**src/rtl/escape_seq_parser_pkg.sv**
```systemverilog
// Shared types for the VT100/ANSI escape-sequence parser: command codes, CSI
// parameter bundle, ASCII control constants and parser states.
package escape_seq_parser_pkg;

   localparam int unsigned MAX_PN   = 2;
   localparam int unsigned PN_SAT   = 255;
   localparam int unsigned PN_IDX_W = $clog2(MAX_PN + 1);

   typedef enum logic [4:0] {
      NONE,
      CR,
      LF,
      BS,
      HT,
      IND,
      RI,
      NEL,
      DECSC,
      DECRC,
      RIS,
      CUU,
      CUD,
      CUF,
      CUB,
      CUP,
      ED,
      EL,
      SGR,
      DECSTBM,
      SM,
      RM,
      DECSET,
      DECRST
   } CommandsType;

   // pn[0] is Pn1, pn[1] is Pn2
   typedef struct packed {
      logic [MAX_PN-1:0][7:0] pn;
   } Param_t;

   localparam logic [7:0] ASCII_ESC = 8'h1B;
   localparam logic [7:0] ASCII_CAN = 8'h18;
   localparam logic [7:0] ASCII_SUB = 8'h1A;
   localparam logic [7:0] ASCII_CR  = 8'h0D;
   localparam logic [7:0] ASCII_LF  = 8'h0A;
   localparam logic [7:0] ASCII_BS  = 8'h08;
   localparam logic [7:0] ASCII_HT  = 8'h09;

   typedef enum logic [2:0] {
      ST_GROUND,
      ST_ESC,
      ST_CSI,
      ST_CSI_PRIV,
      ST_CSI_IGNORE,
      ST_EMIT
   } parser_state_t;

   // Decimal accumulate with saturation; the product is formed at 12 bits
   // (255*10+9 = 2559) before clamping to the 8-bit field.
   function automatic logic [7:0] acc_step(input logic [7:0] acc, input logic [3:0] digit);
      logic [11:0] w_sum;
      w_sum = 12'(acc) * 12'd10 + 12'(digit);
      return (w_sum > 12'(PN_SAT)) ? 8'(PN_SAT) : w_sum[7:0];
   endfunction

endpackage

```
**src/rtl/escape_seq_parser_csi_final_decoder.sv**
```systemverilog
// Combinational decode of a CSI final byte (plus private-marker flag) into a
// command code; o_hit is low for finals the consumers do not implement.
module csi_final_decoder
   import escape_seq_parser_pkg::*;
(
   input  logic        i_private,
   input  logic [7:0]  i_final,
   output CommandsType o_cmd,
   output logic        o_hit
);

   always_comb begin
      o_cmd = NONE;
      o_hit = 1'b0;
      if (i_private) begin
         case (i_final)
            8'h68:   begin o_cmd = DECSET; o_hit = 1'b1; end
            8'h6C:   begin o_cmd = DECRST; o_hit = 1'b1; end
            default: begin o_cmd = NONE;   o_hit = 1'b0; end
         endcase
      end else begin
         o_hit = 1'b1;
         case (i_final)
            8'h41:   o_cmd = CUU;
            8'h42:   o_cmd = CUD;
            8'h43:   o_cmd = CUF;
            8'h44:   o_cmd = CUB;
            8'h48:   o_cmd = CUP;
            8'h66:   o_cmd = CUP;
            8'h4A:   o_cmd = ED;
            8'h4B:   o_cmd = EL;
            8'h6D:   o_cmd = SGR;
            8'h72:   o_cmd = DECSTBM;
            8'h68:   o_cmd = SM;
            8'h6C:   o_cmd = RM;
            default: begin o_cmd = NONE; o_hit = 1'b0; end
         endcase
      end
   end

endmodule

```
**src/rtl/escape_seq_parser.sv**
```systemverilog
// Byte-level VT100/ANSI escape-sequence parser: splits the receive stream into
// printable characters and decoded commands with up to MAX_PN decimal params.
module escape_seq_parser
   import escape_seq_parser_pkg::*;
(
   input  logic        clk,
   input  logic        rst,
   input  logic        in_valid,
   input  logic [7:0]  in_data,
   output logic        in_ready,
   output logic        charReady,
   output logic [7:0]  charData,
   output logic        commandReady,
   output CommandsType commandType,
   output Param_t      param
);

   parser_state_t         r_state;
   logic                  r_in_ready;
   logic                  r_char_ready;
   logic [7:0]            r_char_data;
   logic                  r_cmd_ready;
   CommandsType           r_cmd_type;
   Param_t                r_param;
   logic [7:0]            r_acc;
   logic [PN_IDX_W-1:0]   r_pn_idx;
   Param_t                r_pn;
   logic                  r_first;

   logic        w_accept;
   logic        w_is_digit;
   logic        w_is_final;
   logic        w_is_inter;
   logic        w_is_privmark;
   logic        w_is_print;
   logic        w_is_abort;
   logic        w_exec_hit;
   CommandsType w_exec_cmd;
   logic        w_private;
   CommandsType w_dec_cmd;
   logic        w_dec_hit;
   Param_t      w_pn_final;

   assign w_accept      = in_valid & r_in_ready;
   assign w_is_digit    = (in_data >= 8'h30) && (in_data <= 8'h39);
   assign w_is_final    = (in_data >= 8'h40) && (in_data <= 8'h7E);
   assign w_is_inter    = (in_data >= 8'h20) && (in_data <= 8'h2F);
   assign w_is_privmark = (in_data == 8'h3A) || ((in_data >= 8'h3C) && (in_data <= 8'h3F));
   assign w_is_print    = (in_data >= 8'h20) && (in_data <= 8'h7E);
   assign w_is_abort    = (in_data == ASCII_CAN) || (in_data == ASCII_SUB);
   assign w_private     = (r_state == ST_CSI_PRIV);

   always_comb begin
      w_exec_hit = 1'b1;
      case (in_data)
         ASCII_CR: w_exec_cmd = CR;
         ASCII_LF: w_exec_cmd = LF;
         ASCII_BS: w_exec_cmd = BS;
         ASCII_HT: w_exec_cmd = HT;
         default:  begin w_exec_cmd = NONE; w_exec_hit = 1'b0; end
      endcase
   end

   // Parameter set with the running accumulator folded into the current slot;
   // used both when ';' closes a field and when the final byte ends the sequence.
   always_comb begin
      w_pn_final = r_pn;
      for (int unsigned i = 0; i < MAX_PN; i++) begin
         if (r_pn_idx == PN_IDX_W'(i)) w_pn_final.pn[i] = r_acc;
      end
   end

   csi_final_decoder u_csi_final_decoder (
      .i_private (w_private),
      .i_final   (in_data),
      .o_cmd     (w_dec_cmd),
      .o_hit     (w_dec_hit)
   );

   always_ff @(posedge clk or negedge rst) begin
      if (!rst) begin
         r_state      <= ST_GROUND;
         r_in_ready   <= 1'b1;
         r_char_ready <= 1'b0;
         r_char_data  <= '0;
         r_cmd_ready  <= 1'b0;
         r_cmd_type   <= NONE;
         r_param      <= '0;
         r_acc        <= '0;
         r_pn_idx     <= '0;
         r_pn         <= '0;
         r_first      <= 1'b0;
      end else begin
         r_char_ready <= 1'b0;
         r_cmd_ready  <= 1'b0;
         if (r_state == ST_EMIT) begin
            r_state    <= ST_GROUND;
            r_in_ready <= 1'b1;
         end else if (w_accept) begin
            case (r_state)
               ST_GROUND: begin
                  if (in_data == ASCII_ESC) begin
                     r_state <= ST_ESC;
                  end else if (w_is_print) begin
                     r_char_ready <= 1'b1;
                     r_char_data  <= in_data;
                  end else if (w_exec_hit) begin
                     r_cmd_ready <= 1'b1;
                     r_cmd_type  <= w_exec_cmd;
                     r_param     <= '0;
                  end
               end
               ST_ESC: begin
                  case (in_data)
                     8'h5B: begin
                        r_state  <= ST_CSI;
                        r_acc    <= '0;
                        r_pn_idx <= '0;
                        r_pn     <= '0;
                        r_first  <= 1'b1;
                     end
                     ASCII_ESC: r_state <= ST_ESC;
                     8'h44, 8'h4D, 8'h45, 8'h37, 8'h38, 8'h63: begin
                        r_state     <= ST_EMIT;
                        r_in_ready  <= 1'b0;
                        r_cmd_ready <= 1'b1;
                        r_param     <= '0;
                        case (in_data)
                           8'h44:   r_cmd_type <= IND;
                           8'h4D:   r_cmd_type <= RI;
                           8'h45:   r_cmd_type <= NEL;
                           8'h37:   r_cmd_type <= DECSC;
                           8'h38:   r_cmd_type <= DECRC;
                           default: r_cmd_type <= RIS;
                        endcase
                     end
                     default: r_state <= ST_GROUND;
                  endcase
               end
               ST_CSI, ST_CSI_PRIV, ST_CSI_IGNORE: begin
                  if (w_is_abort) begin
                     r_state <= ST_GROUND;
                  end else if (in_data == ASCII_ESC) begin
                     r_state <= ST_ESC;
                  end else if (w_exec_hit && (in_data != ASCII_HT)) begin
                     r_cmd_ready <= 1'b1;
                     r_cmd_type  <= w_exec_cmd;
                     r_param     <= '0;
                  end else if (r_state == ST_CSI_IGNORE) begin
                     if (w_is_final) r_state <= ST_GROUND;
                  end else if (w_is_digit) begin
                     r_acc   <= acc_step(r_acc, in_data[3:0]);
                     r_first <= 1'b0;
                  end else if (in_data == 8'h3B) begin
                     r_pn    <= w_pn_final;
                     r_acc   <= '0;
                     r_first <= 1'b0;
                     if (r_pn_idx < PN_IDX_W'(MAX_PN)) r_pn_idx <= r_pn_idx + 1'b1;
                  end else if ((in_data == 8'h3F) && r_first && (r_state == ST_CSI)) begin
                     r_state <= ST_CSI_PRIV;
                     r_first <= 1'b0;
                  end else if (w_is_inter || w_is_privmark) begin
                     r_state <= ST_CSI_IGNORE;
                  end else if (w_is_final) begin
                     if (w_dec_hit) begin
                        r_state     <= ST_EMIT;
                        r_in_ready  <= 1'b0;
                        r_cmd_ready <= 1'b1;
                        r_cmd_type  <= w_dec_cmd;
                        r_param     <= w_pn_final;
                     end else begin
                        r_state <= ST_GROUND;
                     end
                  end
               end
               default: r_state <= ST_GROUND;
            endcase
         end
      end
   end

   assign in_ready     = r_in_ready;
   assign charReady    = r_char_ready;
   assign charData     = r_char_data;
   assign commandReady = r_cmd_ready;
   assign commandType  = r_cmd_type;
   assign param        = r_param;

endmodule

```
**config.mk**
```make
export PLATFORM = sky130hd
export DESIGN_NAME = escape_seq_parser
export DESIGN_NICKNAME = d
export VERILOG_FILES = /design/src/rtl/escape_seq_parser_pkg.sv /design/src/rtl/escape_seq_parser_csi_final_decoder.sv /design/src/rtl/escape_seq_parser.sv
export SDC_FILE = /design/constraint.sdc
export NUM_CORES = 1
export LEC_CHECK = 0
export BUFFER_PORTS_ARGS = -buffer_cell sky130_fd_sc_hd__buf_2
export CAP_MARGIN = 0
export CORE_MARGIN = 4
export CORE_UTILIZATION = 54
export DETAILED_ROUTE_END_ITERATION = 8
export PLACE_DENSITY = 0.77
export SETUP_SLACK_MARGIN = 0.1
export SLEW_MARGIN = 0
export SYNTH_ARGS = -nofsm -noshare
export SYNTH_HDL_FRONTEND = slang
export SYNTH_SLANG_ARGS = --single-unit
```
**constraint.sdc**
```tcl
create_clock -name clk -period 2.6 [get_ports clk]
set_input_delay 0.26 -clock clk [delete_from_list [all_inputs] [get_ports clk]]
set_output_delay 0.26 -clock clk [all_outputs]
set_load 0.01 [all_outputs]
```
==> results.sh, run 1 <==
export IMPL_outcome="complete, but fails checks"
export IMPL_violations="setup timing"
export IMPL_fin_setup_tns_ns=-0.169
export IMPL_slowest_stage="dfrtp_1"
export IMPL_setup_viol=6
export IMPL_cts_made_buffers=9
export IMPL_grt_max_degree=36
export IMPL_drtAntennaViolNets=0
export IMPL_drc_errors=0
export IMPL_fin_ws_ns=-0.0561
export IMPL_io_pins=43
export IMPL_die_w_um=96.0
export IMPL_cp_start_kind="register"
export IMPL_synthCells=448
export IMPL_worst_endpoint_required_ns=2.82
export IMPL_htree_num_levels=3
export IMPL_die_area_sq_um=9220
export IMPL_vias=3790
export IMPL_min_to="charData[4]"
export IMPL_p_per_area_nw_per_um2=406
export IMPL_wire_per_inst_um=17.9
export IMPL_final_area_sq_um=5140
export IMPL_cp_end_kind="register"
export IMPL_cts_root_buf="clkbuf_8"
export IMPL_multiInputGateArea_sq_um=2550
export IMPL_dpl_cell_area_sq_um=4780
export IMPL_reg2reg_slack_ns=-0.06
export IMPL_fmax_ghz=0.376
export IMPL_initial_core_util_pct=56.5
export IMPL_synth_async_sr_flop_share_pct=100
export IMPL_slew_violations=0
export IMPL_timing_final_crit_share_pct=102
export IMPL_final_common_cell="dfrtp_1"
export IMPL_irDropWorstVdd_uv=478
export IMPL_arrival_ns=2.87
export IMPL_drive_above_1_share_pct=34.2
export IMPL_drt_iter0_markers=250
export IMPL_synth_area_sq_um=4180
export IMPL_r2r_start="r_acc[1]"
export IMPL_worstSetupPathType="register to register"
export IMPL_antenna_cells=0
export IMPL_synth_edf_count=0
export IMPL_overflow=0
export IMPL_synth_distinct_cells=70
export IMPL_finalWirelength_um=11300
export IMPL_yosysWarnings=0
export IMPL_rsz0062_at_grt="true"
export IMPL_holdPathStages=2
export IMPL_path_cells="ha_1 -> ha_2 -> fa_2 -> a21o_1 -> a21oi_2 -> xnor2_2 -> and4_4 -> o21ai_4 -> nor3_2 -> o21ai_1"
export IMPL_synth_area_per_cell_sq_um=9.34
export IMPL_antenna_found_initial=0
export IMPL_synthToLayoutAreaGrowth_pct=23.0
export IMPL_slowest_delay_ns=0.38
export IMPL_final_cell_mix="61 x dfrtp_1, 60 x nand2_1, 47 x buf_4"
export IMPL_slew_headroom_pct=58.2
export IMPL_clock_sinks=62
export IMPL_coreArea_sq_um=7410
export IMPL_whs_ns=0.244
export IMPL_row_count=31
export IMPL_place_gp_congestion=0.900
export IMPL_portBuffers=42
export IMPL_hpwl_um=7840
export IMPL_grt_pass1_wl_um=18300
export IMPL_hold_viol_final=0
export IMPL_track_usage_pct=25.5
export IMPL_cts_path_max_buffers=2
export IMPL_seq_area_sq_um=1550
export IMPL_maxCapViolCount=0
export IMPL_worstPathMaxFanout=8
export IMPL_min_path_type="primary input to register"
export IMPL_total_power_uw=2090
export IMPL_die_h_um=96.0
export IMPL_synth_main_ff_cell="dfrtp_1"
export IMPL_clk_pin_slew_ns=0.07
export IMPL_worst_pin_slew_ns=0.623
export IMPL_first_pass_iters=5
export IMPL_fill_cells=558
export IMPL_fin_nets=555
export IMPL_cellLeakagePower_uw=0.00253
export IMPL_period_needed_ns=2.66
export IMPL_r2r_end="r_acc[2]"
export IMPL_reg2regPathDepth=10
export IMPL_syn_nets=478
export IMPL_vias_per_cell=6.03
export IMPL_synth_seq_area_share_pct=37.1
export IMPL_ys_ff_latch=62
export IMPL_clock_skew_ns=0.0112
export IMPL_cts_tree="done"
export IMPL_insertion_delay_ns=0.34
export IMPL_grt_pass1_vias=3591
export IMPL_min_from="in_data[4]"
## cells by family after synthesis
logic type | count (synthesis) | synth area share [%]
xor gates and xnor gates | 7 | 1.47
DFF | 62 | 37.1
buffers and inverters | 36 | 4.49
adders and majority gates | 20 | 6.28
muxes | 47 | 14.2
and+or+nand+nor | 186 | 22.5
AOI/OAI and AO/OA | 90 | 13.9
## registers in the layout (all words and copies together) (netlist names)
signal and flops:
r_first 1, charData 8, r_pn 16, commandType 5, r_state 3, in_ready 1
charReady 1, r_pn_idx 2, r_acc 8, param 16, commandReady 1
## synthesized netlist by cell type (2+ instances only)
cell type	n	share of area [%]
nor4_1	4	0.60
o21ai_0	33	3.9
buf_2	4	0.48
fa_1	2	0.96
nand2_1	61	5.5
xnor2_1	4	0.84
buf_6	2	0.54
buf_12	2	0.96
dfrtp_1	61	36
a32o_1	2	0.48
o22ai_1	2	0.30
a211oi_1	3	0.54
nor2b_1	8	1.2
and2_1	2	0.30
a21oi_1	13	1.6
and4_1	2	0.42
xor2_1	3	0.63
o21ai_1	7	0.84
ha_1	17	5.1
mux2_4	18	6.5
or4b_1	2	0.48
nand2b_1	11	1.6
or3_1	2	0.30
nor3_1	20	2.4
o31a_1	2	0.42
mux2_2	24	6.5
o211ai_1	2	0.36
nor3b_1	2	0.36
a31oi_1	3	0.45
and3_1	3	0.45
nor4b_1	3	0.63
nand4_1	7	1.0
o32a_1	2	0.48
inv_1	8	0.72
o2111ai_1	3	0.63
a21o_1	4	0.72
clkbuf_1	15	1.3
nor2_1	36	3.2
buf_1	5	0.45
mux2_1	4	1.1
o21a_1	2	0.36
nand3_1	10	1.2
## layout make-up
type / instances / area share, %
inverters: 8 / 0.584
flip-flops and latches: 62 / 30.2
repair buffers: 94 / 12.7
well taps: 99 / 2.41
multi-input cells: 350 / 49.6
clock buffers: 11 / 2.94
clock inverters: 5 / 1.58
## per-layer routing
layer	global-route usage (%)	share of wire, %	wire length, um	up-vias
li1	-	-	-	1774
met1	36.8	45	5040	1843
met2	39.4	48	5370	153
met3	4.22	5.4	606	20
met4	7.11	2.1	233	0
met5	0	0	0	-
## worst max-delay path: cells and delay by family (launching register included)
family / cells / cell delay [ns]
flip-flops: 1 / 0.38
AO/OA/AOI/OAI: 4 / 0.61
adder cells (fa/ha/maj): 3 / 0.86
AND/OR/NAND/NOR: 2 / 0.51
XOR/XNOR: 1 / 0.17
## report_power, final
group          internal (uW)  switching (uW)  total [uW]
sequential               964               0         964
clock                    592             396         988
combinational           50.1            89.3         139
## repair_timing
item,CTS,global route
pin swaps,9,10
setup buffers,0,4
hold endpoints to repair,27,0
endpoints found under the setup margin,8,8
hold buffers,1,0
gates resized for setup,10,18
## metrics by stage
step / worst slack (ns) / instances / utilization (%)
6_report: -0.0561 / 629 / 69.4
3_3_place_gp: 0.0409 / 608 / 64.5
5_1_grt: -0.130 / 629 / 69.4
3_5_place_dp: -0.00739 / 608 / 64.5
2_1_floorplan: 0.107 / 448 / -
4_1_cts: 0.0558 / 625 / 68.2
## worst max-delay path by stage
stage	startpoint	endpoint	slack, ns	cells after the start
after floorplan	in_data[4]	param[10]	0.11	9
after global routing	r_acc[1]	r_acc[1]	-0.13	10
after detailed placement	r_acc[1]	r_acc[2]	-0.007	9
after CTS	r_acc[1]	r_acc[2]	0.06	9
after global placement	r_acc[3]	r_acc[2]	0.04	10
final	r_acc[1]	r_acc[2]	-0.06	10
Power figures use the tool's default switching activity.
==> inputs of run 2 (changes only) <==
RECOVER_POWER = 50   (was not set)
==> run 2 against run 1 <==
  * The run still ends with setup timing left
  * Fmax is 0.23% lower
  * Setup slack worse by 0.0062 ns
  * Die area did not move
  * First-iteration DRC count shrank 0.80%
  * Count of clock-buffer cells in the layout did not move
  * Sequential share of layout area is 0.33 points higher
  * Clock power about the same
==> results.sh, run 2 (synthesis gave the netlist of run 1 again) <==
export IMPL_initial_core_util_pct=56.5
export IMPL_cellLeakagePower_uw=0.00239
export IMPL_synthToLayoutAreaGrowth_pct=21.7
export IMPL_worst_endpoint_required_ns=2.82
export IMPL_rsz0062_at_grt="true"
export IMPL_cp_end_kind="register"
export IMPL_slew_headroom_pct=4.39
export IMPL_outcome="complete, but fails checks"
export IMPL_maxCapViolCount=0
export IMPL_drt_iter0_markers=248
export IMPL_fmax_ghz=0.376
export IMPL_row_count=31
export IMPL_hpwl_um=7840
export IMPL_overflow=0
export IMPL_worst_pin_slew_ns=1.43
export IMPL_antenna_cells=0
export IMPL_die_w_um=96.0
export IMPL_coreArea_sq_um=7410
export IMPL_period_needed_ns=2.66
export IMPL_drive_above_1_share_pct=28.1
export IMPL_grt_max_degree=36
export IMPL_insertion_delay_ns=0.35
export IMPL_first_pass_iters=5
export IMPL_cts_made_buffers=9
export IMPL_cts_path_max_buffers=2
export IMPL_vias=3752
export IMPL_cts_tree="done"
export IMPL_worstPathMaxFanout=8
export IMPL_antenna_found_initial=0
export IMPL_fill_cells=575
export IMPL_final_cell_mix="61 x dfrtp_1, 60 x nand2_1, 47 x buf_4"
export IMPL_portBuffers=42
export IMPL_timing_final_crit_share_pct=102
export IMPL_finalNonFillerCells=629
export IMPL_cts_root_buf="clkbuf_8"
export IMPL_fin_nets=555
export IMPL_die_area_sq_um=9220
export IMPL_vias_per_cell=5.97
export IMPL_cp_start_kind="register"
export IMPL_drtAntennaViolNets=0
export IMPL_min_path_type="primary input to register"
export IMPL_htree_num_levels=3
export IMPL_die_h_um=96.0
export IMPL_final_common_cell="dfrtp_1"
export IMPL_hold_viol_final=0
export IMPL_pre_cts_ws_ns=-0.00739
export IMPL_finalWirelength_um=11200
export IMPL_clk_pin_slew_ns=0.07
export IMPL_arrival_ns=2.88
export IMPL_dpl_cell_area_sq_um=4780
export IMPL_clock_skew_ns=0.0110
export IMPL_place_gp_congestion=0.900
export IMPL_track_usage_pct=25.5
export IMPL_dp_cells=608
export IMPL_io_pins=43
export IMPL_final_area_sq_um=5090
export IMPL_fin_ws_ns=-0.0622
export IMPL_irDropWorstVdd_uv=483
export IMPL_whs_ns=0.239
export IMPL_fin_util_pct=68.7
export IMPL_wire_per_inst_um=17.9
export IMPL_slew_violations=0
export IMPL_worstSetupPathType="register to register"
export IMPL_grt_pass1_wl_um=18300
export IMPL_p_per_area_nw_per_um2=411
export IMPL_drc_errors=0
export IMPL_clock_sinks=62
export IMPL_grt_pass1_vias=3591
export IMPL_violations="setup timing"
export IMPL_setup_viol=6
[run 2: cell count changes in the layout (fill, tap and decap cells not counted), sizes merged]
| cell | previous run | this run |
|---|---|---|
| buf | 93 | 61 |
| clkbuf | 11 | 43 |
[run 2: final timing paths]
path	startpoint	cells after the start	slack [ns]	to
setup / recovery	r_acc[1]	10	-0.06	r_acc[2]
hold / removal	in_data[4]	2	0.24	charData[4]
setup reg to reg	r_acc[1]	10	-0.06	r_acc[2]
hold reg to reg	r_pn[1]	2	0.48	r_pn[1]
max in group asynchronous	rst	3	0.32	r_pn[9]
min in group asynchronous	rst	2	0.79	param[7]
[run 2: layout make-up]
type / count / area, sq um / share of cell area, %
Sequential cell: 62 / 1550 / 30.5
Clock buffer: 11 / 151 / 2.97
Timing Repair Buffer: 94 / 598 / 11.8
Inverter: 8 / 30.0 / 0.590
Tap cell: 99 / 124 / 2.43
Multi-Input combinational cell: 350 / 2550 / 50.1
Clock inverter: 5 / 81.3 / 1.60
[run 2: what timing repair did]
action	4_1_cts	5_1_grt
endpoints found under the hold margin	27	0
resized for setup	10	18
hold buffers	1	0
pin swaps	9	10
setup endpoints to repair	8	8
setup buffers	0	4
[run 2: metal layers]
metal	up-vias	global-route usage (%)	part of all wire, %
li1	1768	-	-
met1	1813	36.8	45
met2	152	39.4	47
met3	19	4.22	6.3
met4	0	7.11	1.9
met5	-	0	0
[run 2: where the power goes]
part	internal [uW]	switching, uW
clock network	592	398
registers	964	0
logic	47.3	88.7
[run 2: critical path, cell delays in order (launching register included)]
cell	delay, ns
dfrtp_1	0.38
ha_1	0.30
ha_2	0.19
fa_2	0.37
a21o_1	0.20
a21oi_2	0.21
xnor2_2	0.17
and4_4	0.27
o21ai_4	0.12
nor3_2	0.24
o21ai_1	0.09
[run 2: stage by stage]
step                total power [uW]  TNS [ns]
floorplan                       1050         0
global placement                1120         0
detailed placement              1120  -0.00739
CTS                             2100         0
global route                    2150     -1.06
finish                          2090    -0.150
==> inputs of run 3 (changes only) <==
ABC_AREA = 1   (was not set)
CTS_CLUSTER_SIZE = 30   (was not set)
==> run 3 against run 2 <==
  * The run ends with capacitance limit, slew limit left
  * Critical path depth did not move
  * Utilization is 5.4 points lower
  * Synthesized area shrank 2.6%
  * Clock power fell by 0.8%
  * Sequential cell count stayed put
  * Clock skew grew 0.0033 ns
  * Critical path type unchanged
  * Register-to-register slack better by 0.24 ns
  * Total power grew 41%
  * Synthesized cell count increased by 26%
  * Fmax increased by 10%
  * Die area is 2.4% lower
==> results.sh, run 3 <==
export IMPL_timing_final_crit_share_pct=93.0
export IMPL_worst_pin_slew_ns=1.80
export IMPL_drtAntennaViolNets=0
export IMPL_maxCapViolCount=1
export IMPL_wire_per_inst_um=14.1
export IMPL_cts_setup_buffers=0
export IMPL_synth_area_sq_um=4070
export IMPL_antenna_found_initial=0
export IMPL_min_path_type="primary input to register"
export IMPL_initial_core_util_pct=55.9
export IMPL_reg2regPathDepth=10
export IMPL_cts_root_buf="clkbuf_8"
export IMPL_path_cells="ha_1 -> ha_1 -> fa_2 -> inv_1 -> nor2_4 -> nand4_1 -> a21o_1 -> nand3_4 -> o21ai_1 -> nand2_1"
export IMPL_fmax_ghz=0.413
export IMPL_first_pass_iters=5
export IMPL_ys_ff_latch=62
export IMPL_rsz0062_at_grt="true"
export IMPL_final_cell_mix="190 x nand2_1, 61 x dfrtp_1, 57 x nor2_1"
export IMPL_final_common_cell="nand2_1"
export IMPL_vias=3787
export IMPL_fin_setup_tns_ns=0
export IMPL_arrival_ns=2.70
export IMPL_slew_violations=34
export IMPL_fill_cells=685
export IMPL_drc_errors=0
export IMPL_coreArea_sq_um=7290
export IMPL_place_gp_congestion=0.933
export IMPL_drt_iter0_markers=333
export IMPL_fin_nets=638
export IMPL_r2r_start="r_acc[3]"
export IMPL_irDropWorstVdd_uv=360
export IMPL_syn_nets=595
export IMPL_worstPathMaxFanout=8
export IMPL_overflow=0
export IMPL_synth_distinct_cells=44
export IMPL_clk_pin_slew_ns=0.08
export IMPL_cts_made_buffers=9
export IMPL_drive_above_1_share_pct=16.2
export IMPL_row_count=31
export IMPL_insertion_delay_ns=0.35
export IMPL_endpoint="r_acc[2]"
export IMPL_ys_top_cells_by_area="dfrtp_1 37%, nand2_1 18%, nor2_1 5.3%"
export IMPL_slowest_delay_ns=0.55
export IMPL_antenna_cells=0
export IMPL_grt_pass1_vias=3634
export IMPL_grt_max_degree=36
export IMPL_hold_buffers=0
export IMPL_yosysWarnings=0
export IMPL_synthToLayoutAreaGrowth_pct=13.3
export IMPL_cts_path_max_buffers=2
export IMPL_cts_tree="done"
export IMPL_hpwl_um=7370
export IMPL_worstSetupPathType="register to register"
export IMPL_grt_pass1_wl_um=16800
export IMPL_synth_main_ff_cell="dfrtp_1"
export IMPL_finalWirelength_um=10100
export IMPL_synth_common_cells="191 x nand2_1, 61 x dfrtp_1, 58 x nor2_1"
export IMPL_dpl_cell_area_sq_um=4370
export IMPL_slowest_stage="fa_2"
export IMPL_cp_start_kind="register"
export IMPL_cp_common_cell="ha_1"
export IMPL_reg2reg_slack_ns=0.18
export IMPL_outcome="complete, but fails checks"
export IMPL_clock_skew_ns=0.0143
export IMPL_violations="capacitance limit, slew limit"
export IMPL_r2r_end="r_acc[2]"
export IMPL_hold_viol_final=0
export IMPL_yosysMostFrequentCell="nand2_1"
export IMPL_die_w_um=94.9
export IMPL_htree_num_levels=3
export IMPL_synthCells=565
export IMPL_synth_async_sr_flop_share_pct=100
export IMPL_synth_area_per_cell_sq_um=7.21
export IMPL_worst_endpoint_required_ns=2.88
export IMPL_die_h_um=94.9
export IMPL_p_per_area_nw_per_um2=638
export IMPL_clock_sinks=62
export IMPL_period_needed_ns=2.42
export IMPL_crit_path_start="r_acc[3]"
export IMPL_yosys_area_top_type_share_pct=37.5
export IMPL_synth_edf_count=0
export IMPL_portBuffers=42
export IMPL_slew_headroom_pct=-19.8
export IMPL_final_area_sq_um=4610
export IMPL_die_area_sq_um=9000
export IMPL_setup_viol=0
export IMPL_vias_per_cell=5.32
export IMPL_synth_seq_area_share_pct=38.1
export IMPL_cellLeakagePower_uw=0.00245
export IMPL_track_usage_pct=23.4
export IMPL_synth_largest_area_cell="dfrtp_1"
export IMPL_cp_end_kind="register"
export IMPL_io_pins=43
## run 3: cell count changes after synthesis, sizes merged, moves of 6 or more
cell    delta
nand2    +143
inv       +48
mux2      -46
nor2      +28
nand3     +19
o211ai    +16
nand2b    -11
clkbuf     -9
nor3       -9
nor2b      -8
o21ai      +7
a21oi      -6
## run 3: cell type report
cell class | count | area (sq um) | area share [%]
Timing Repair Buffer | 48 | 228 | 4.93
Sequential cell | 62 | 1550 | 33.6
Clock buffer | 9 | 124 | 2.68
Inverter | 56 | 210 | 4.56
Multi-Input combinational cell | 431 | 2270 | 49.3
Tap cell | 99 | 124 | 2.68
Clock inverter | 7 | 103 | 2.22
## run 3: worst min-delay path by stage
stage | from | end | slack [ns] | depth (start not counted)
after global placement | rst | charData[7] | 0.36 | 1
after global routing | in_data[6] | charData[6] | 0.21 | 3
after floorplan | rst | charData[0] | -0.04 | 0
final | in_data[6] | charData[6] | 0.19 | 3
after detailed placement | rst | charData[4] | 0.37 | 1
after CTS | rst | r_pn[8] | 0.0004 | 1
## run 3: what timing repair did
action | 4_1_cts | 5_1_grt
endpoints found under the setup margin | 8 | 8
pin swaps | 0 | 5
gates resized for setup | 1 | 10
## run 3: power by group
part	total [uW]	leakage [uW]	internal [uW]	switching, uW
sequential	1140	0.000843	1080	64.2
combinational	820	0.00149	254	567
clock	982	0.000117	555	427
## run 3: routing by layer
layer | GRT usage, % | wire (um) | vias up
met5 | 0 | 0 | -
met1 | 33.9 | 4850 | 1721
met2 | 36.1 | 4480 | 130
met3 | 3.27 | 618 | 12
met4 | 7.81 | 132 | 0
li1 | - | - | 1924
## run 3: critical path: cells and delay by family (launching register included)
family	cells	cell delay [ns]
adders and majority gates	3	1.08
and+or+nand+nor	4	0.49
DFF	1	0.42
buffers and inverters	1	0.08
AOI/OAI and AO/OA	2	0.29
## run 3: cell families after synthesis
logic type / share of synthesized area (%)
buf+inv: 7.31
compound gates: 12.1
xor+xnor: 1.50
fa+ha+maj: 6.20
flops: 38.1
simple gates: 34.8
## run 3: through the flow
step	worst slack (ns)	cells	utilization, %	total power [uW]	hold WS, ns
finish	0.181	712	63.3	2940	0.189
global route	0.0689	712	63.3	3120	0.209
CTS	0.167	712	63.0	2970	0.000433
detailed placement	0.0617	696	59.9	1990	0.375
global placement	0.164	696	59.9	1960	0.356
floorplan	0.281	565	-	1730	-0.0356
